===== config.mk =====
export PLATFORM = sky130hd
export DESIGN_NAME = card_shoe
export DESIGN_NICKNAME = d
export VERILOG_FILES = /design/src/rtl/card_shoe.sv
export SDC_FILE = /design/constraint.sdc
export NUM_CORES = 1
export LEC_CHECK = 0
export CORE_ASPECT_RATIO = 0.6
export CORE_UTILIZATION = 45
export CTS_BUF_LIST = sky130_fd_sc_hd__clkbuf_16
export CTS_CLUSTER_DIAMETER = 120
export DETAILED_ROUTE_END_ITERATION = 6
export HOLD_SLACK_MARGIN = 0.06
export PLACE_DENSITY = 0.62
export SYNTH_ARGS = -nofsm -noshare
export SYNTH_HDL_FRONTEND = slang
export SYNTH_SLANG_ARGS = --single-unit

===== constraint.sdc =====
create_clock -name clk -period 4.4 [get_ports clk]
set_clock_uncertainty 0.1 [all_clocks]
set_input_delay 0.88 -clock clk [delete_from_list [all_inputs] [get_ports clk]]
set_output_delay 0.88 -clock clk [all_outputs]
set_load 0.02 [all_outputs]

===== src/rtl/card_shoe.sv =====
// card_shoe: multi-deck card shoe dealing pseudo-random cards without repetition.
module card_shoe #(
  parameter int          NUM_DECKS = 1,
  parameter logic [15:0] SEED      = 16'hACE1,
  localparam int         CLW       = $clog2(52*NUM_DECKS+1),
  localparam int         EW        = $clog2(NUM_DECKS+1)
) (
  input  logic           clk,
  input  logic           reset,
  input  logic           shuffle,
  input  logic           draw_req,
  output logic           draw_ready,
  output logic           card_valid,
  output logic [3:0]     card_rank,
  output logic [1:0]     card_suit,
  output logic [3:0]     card_points,
  output logic           card_is_ace,
  output logic [CLW-1:0] cards_left,
  output logic           empty,
  output logic           busy
);
  typedef enum logic [1:0] {FILL, IDLE, PROBE} state_t;
  state_t state;
  logic [5:0] idx, ptr, cand;
  logic [15:0] lfsr, lfsr_nxt;
  logic [EW-1:0] cnt [52];
  logic hit;
  logic [3:0] rank;
  assign lfsr_nxt = {1'b0, lfsr[15:1]} ^ (lfsr[0] ? 16'hB400 : 16'h0000);
  assign cand = lfsr[5:0] >= 6'd52 ? lfsr[5:0] - 6'd52 : lfsr[5:0];
  assign hit = cnt[ptr] != '0;
  assign rank = ptr[5:2] + 4'd1;
  assign draw_ready = state == IDLE && cards_left != '0;
  assign empty = state == IDLE && cards_left == '0;
  assign busy = state != IDLE;
  // Count storage has no reset: FILL rewrites every entry before IDLE can read it.
  always_ff @(posedge clk)
    if (!reset && !shuffle && state == FILL) cnt[idx] <= EW'(NUM_DECKS);
    else if (!reset && !shuffle && state == PROBE && hit) cnt[ptr] <= cnt[ptr] - EW'(1);
  always_ff @(posedge clk)
    if (reset) begin
      state <= FILL;
      idx <= '0;
      ptr <= '0;
      lfsr <= SEED;
      cards_left <= '0;
      card_valid <= 1'b0;
      card_rank <= '0;
      card_suit <= '0;
      card_points <= '0;
      card_is_ace <= 1'b0;
    end else begin
      lfsr <= lfsr_nxt;
      card_valid <= 1'b0;
      if (shuffle) begin
        state <= FILL;
        idx <= '0;
        cards_left <= '0;
      end else if (state == FILL) begin
        idx <= idx + 6'd1;
        if (idx == 6'd51) begin
          state <= IDLE;
          cards_left <= CLW'(52*NUM_DECKS);
        end
      end else if (state == IDLE) begin
        if (draw_req && draw_ready) begin
          ptr <= cand;
          state <= PROBE;
        end
      end else if (hit) begin
        cards_left <= cards_left - CLW'(1);
        card_valid <= 1'b1;
        card_rank <= rank;
        card_suit <= ptr[1:0];
        card_points <= rank >= 4'd10 ? 4'd10 : rank;
        card_is_ace <= rank == 4'd1;
        state <= IDLE;
      end else ptr <= ptr == 6'd51 ? 6'd0 : ptr + 6'd1;
    end
endmodule


# == Word-level counts from Yosys, hierarchy flattened ==
# Memories as Yosys holds them, arrays and structs flattened. A register that Yosys moved wholly into a read port is not among the register bits.
# Index checks and enable logic that the tools add are counted.
# word_totals
mem_count,1
reg_bits,48
output_inout_bits,21
word_cells,82
mem_bits_rw,52
# memory_table
name,depth,word_bits,read_ports,rd_ports_with_merged_regs,wr,line,text
cnt,52,1,1,1,1,26,logic [EW-1:0] cnt [52];
# op_classes
addsub,6
reduce_logical,21
order_cmp,2
eq_ne,11
n_mux,27
bitwise,4
# ops
op,n
6-bit 2-to-1 mux,12
16-bit 2-to-1 mux,1
15-bit by 16-bit XOR with 16-bit output,1
"6-bit by 1-bit adder with 6-bit output, second input constant",2
"6-bit == test, second input constant",2
2-bit 2-to-1 mux,5
"2-bit by 1-bit inequality test with 1-bit output, second input constant",5
1-bit 2-to-1 mux,8
4-bit AND reduction,2
1-bit logical AND,7
"6-bit greater-or-equal comparator, second input constant",1
6-bit zero test,1
3-bit AND reduction,2
6-bit nonzero test,1
"6-bit by 1-bit subtractor with 6-bit output, second input constant",1
"6-bit subtractor, second input constant",1
"4-bit by 1-bit adder with 4-bit output, second input constant",1
"4-bit by 1-bit == test with 1-bit output, second input constant",1
"4-bit greater-or-equal comparator, second input constant",1
4-bit 2-to-1 mux,1
4-bit OR reduction,1
"3-bit by 1-bit inequality test with 1-bit output, second input constant",1
1-bit NOT,3
3-bit nonzero test,1
other kinds (8),9

# == Depth between registers and ports, before layout ==
# Gate-level depths: netlist (run 1).
# depth
ltp_word,9
mapped_depth,12

# == Worst setup path after synthesis (run 1) ==
# No wires, ideal clock.
# synth_path
kind,input -> register
from,input port shuffle
to,memory cnt[18] in the netlist's numbering (enable)
n_path_buf,3
required_time_ps,3995
setup_time_ps,305
path_slack_ps,1407
t_arrival_ps,2589
cell_stages,8
cell_sequence,or2_2 > clkbuf_1 > nor2_1 > o211ai_2 > buf_4 > or4_1 > clkbuf_2 > a21oi_1
# synth_via
elab_chain_cells,9
word_cells_on_any_way,13
classes_between,mux: 7; reduce/logical: 6
# synth_lines
element,line,text
start: declaration,10,"input logic shuffle,"
1-bit zero test *,"38, 39",
1-bit logical AND *,"38, 39",
1-bit logical AND (2 in a row),39,else if (!reset && !shuffle && state == PROBE && hit) cnt[ptr] <= cnt[ptr] - EW'(1);
1-bit 2-to-1 mux,39,
1-bit 2-to-1 mux,38,if (!reset && !shuffle && state == FILL) cnt[idx] <= EW'(NUM_DECKS);
1-bit 2-to-1 mux (implied by the code),39,
1-bit OR reduction (no line),--,
6-bit 2-to-1 mux (no line) or 1-bit 2-to-1 mux (tied branches),--,
end: declaration,26,
# Mark *: on every way between the ends. The rest lies on a longest branch, timed or not.

==> results of run 1 <==
metal layers:
metal | vias to the layer above | GRT usage | wire, um
li1 | 1873 | - | -
met1 | 1921 | 0.372 | 6820
met2 | 175 | 0.301 | 4950
met3 | 23 | 0.0525 | 1290
met4 | 0 | 0.0674 | 206
met5 | - | 0 | 0
area by class of cell:
class	count	share of cell area
clock buffer	9	0.0380
tap	160	0.0338
multi-input combinational	353	0.407
clock inverter	7	0.0137
timing repair buffer	33	0.0520
inverter	15	0.00950
sequential	106	0.446
cells in the final DEF, fill, tap and decap left out, types with 4 or more instances in the layout:
cell	n
dfxtp_1	54
edfxtp_1	52
a21oi_1	51
nor2_1	50
nand3_1	32
nand2_1	24
clkdlybuf4s50_1	24
or3_1	17
inv_1	15
mux2i_1	15
o21ai_0	13
nor3_1	12
nor2b_1	11
and2_1	11
mux2_2	10
mux4_2	9
xnor2_1	9
clkbuf_16	9
buf_4	9
or2_2	8
ha_1	8
nand2b_1	6
or4_1	6
a211oi_1	5
nor3b_1	4
xor2_1	4
final timing paths:
kind | to | slack [ns] | cells past startpoint
worst min-delay path | lfsr[7]$_SDFF_PP1_ | 0.31 | 1
worst max-delay path | cnt[51]$_DFFE_PP_ | 0.38 | 8
worst min register to register | lfsr[7]$_SDFF_PP1_ | 0.31 | 1
worst max register to register | cnt[51]$_DFFE_PP_ | 0.38 | 8
per-stage QoR:
stage	worst slack [ns]	utilization
5_1_grt	0.139	0.521
3_3_place_gp	0.484	0.494
4_1_cts	0.378	0.521
3_5_place_dp	0.438	0.494
6_report	0.382	0.521
2_1_floorplan	1.41	-
flip-flops by register name (all words and copies together) (netlist names), 4 cells and up, named ones only:
register / cells
cards_left: 6
idx: 6
ptr: 6
card_rank: 4
card_points: 4
cnt: 52
lfsr: 16
where the power goes:
group	leakage, uW	total [uW]	internal [uW]	switching, uW
clock	0.000150	827	407	420
sequential	0.00104	1040	1040	7.24
combinational	0.000833	45.3	17.6	27.6
total	0.00203	1920	1460	455
logic make-up after synthesis:
family / count (synthesis)
AO/OA/AOI/OAI: 95
AND/OR/NAND/NOR: 200
multiplexers: 37
buffers and inverters: 52
adder cells (fa/ha/maj): 8
XOR/XNOR: 13
flip-flops: 106
==> impl_metrics.json, run 1 <==
{
  "slowest_stage": "dfxtp_1",
  "rsz0062_at_grt": "no",
  "viasPerCell": 5.84,
  "tns_ns": 0,
  "period_minus_slack_ns": 4.02,
  "drv_cap": 0,
  "synth.area.top_cells": "edfxtp_1 29%, dfxtp_1 20%, a21oi_1 4.8%",
  "start_util": 0.467,
  "num_rows": 30,
  "grt-ovfl-total": 0,
  "ys.flop_type": "dfxtp_1",
  "synthMuxAreaShare": 0.0997,
  "instances_no_fill": 683,
  "numCtsBuffers": 9,
  "antenna_found_initial": 0,
  "yosys-top-cells-count": "54 x dfxtp_1, 52 x edfxtp_1, 51 x a21oi_1",
  "placed_cell_area_mm2": 0.00562,
  "ys_seq_elements": 106,
  "cp_top_family": "compound AO/OA/AOI/OAI gates",
  "synthesis.area_mm2": 0.00531,
  "synth_edf_count": 52,
  "hold_start": "lfsr[8]$_SDFF_PP0_",
  "nNetsFinal": 530,
  "synth_compound_area_frac": 0.114,
  "worstPathCellList": "mux4_2 -> mux2i_1 -> a2bb2oi_1 -> o21ai_1 -> o211ai_4 -> buf_4 -> mux2_2 -> a21oi_1",
  "yosysTopAreaCell": "edfxtp_1",
  "ys_seq_area_frac": 0.498,
  "drc": 0,
  "synth-xor-area-share": 0.0215,
  "final_cell_area_mm2": 0.00592,
  "grt_pass1_wl_um": 20900,
  "grt.total_usage": 0.232,
  "first_global_vias": 3696,
  "design.core.area_mm2": 0.0114,
  "max_stage_delay_ns": 0.77,
  "worst-path-buf-inv": 1,
  "synth_cells": 511,
  "fillCellCount": 1034,
  "synth_fa_ha_area_frac": 0.0189,
  "drt-total-wl_um": 13300,
  "cellPowerDensity_mw_per_mm2": 323,
  "ant_nets": 0,
  "critical_path.max_fanout": 26,
  "synth.avg_cell_area_um2": 10.4,
  "total_power_uw": 1920,
  "synth_top_family_by_area": "simple AND/OR/NAND/NOR gates",
  "numClockSinks": 106,
  "fp.dieArea_mm2": 0.0122,
  "yosysTopAreaCellShare": 0.294,
  "cts_buffer_depth": 2,
  "antenna_cells": 0,
  "slew-limit-headroom": 0.418,
  "finalCritPeriodShare": 0.913,
  "postSynth.asyncResetShare": 0,
  "gp_congestion": 0.881,
  "drive_above_1_share": 0.117,
  "drv_slew": 0,
  "hold_viol": 0,
  "dr_total_vias": 3992,
  "post_cts_buffers": 0,
  "synthSimpleGateAreaFrac": 0.198,
  "placed_cells": 667,
  "clkTransAtPathRegs_ns": 0.08,
  "fmaxAchievable_mhz": 249,
  "synth.most_common_cell": "dfxtp_1",
  "multiInputGateArea_mm2": 0.00241,
  "p_leak_uw": 0.00203,
  "drtIter0Drc": 405,
  "first_pass_iters": 5,
  "seq_area_mm2": 0.00264,
  "cp.arrival_ns": 3.99,
  "cp-end-kind": "register",
  "setup_viol": 0,
  "grt_max_degree": 33,
  "htree_num_levels": 3,
  "start_kind": "register",
  "cts_resized": 0,
  "portBuffers": 24,
  "synthesis.nets": 523,
  "crit_type": "register to register",
  "hp-class": "register to register",
  "root_buffer": "clkbuf_16",
  "io_pins": 25,
  "die_w_um": 142,
  "clkLatencyLatePin_ns": 0.36,
  "ys_types": 61,
  "critPathRequiredTime_ns": 4.37,
  "post_drt_wl_per_cell_um": 19.4,
  "worst_pin_slew_ns": 0.873,
  "hpwl_um": 9500,
  "fp.dieH_um": 86.1,
  "hold_ws_ns": 0.313,
  "ys_warn_count": 0,
  "ir_drop_mv": 0.175,
  "cts_hold_buf": 0,
  "cts_tree": "yes",
  "status": "complete, no violations",
  "area_growth_pct": 11.6
}
Note: power is estimated with default switching activity, not from simulation.
==> run 2, diff against run 1 <==
--- a/config.mk
+++ b/config.mk
@@ -12,6 +12,7 @@
 export DETAILED_ROUTE_END_ITERATION = 6
 export HOLD_SLACK_MARGIN = 0.06
 export PLACE_DENSITY = 0.62
+export SLEW_MARGIN = 20
 export SYNTH_ARGS = -nofsm -noshare
 export SYNTH_HDL_FRONTEND = slang
 export SYNTH_SLANG_ARGS = --single-unit
==> results of run 2 <==
Final layout, timing and power as in run 1 (identical DEF).
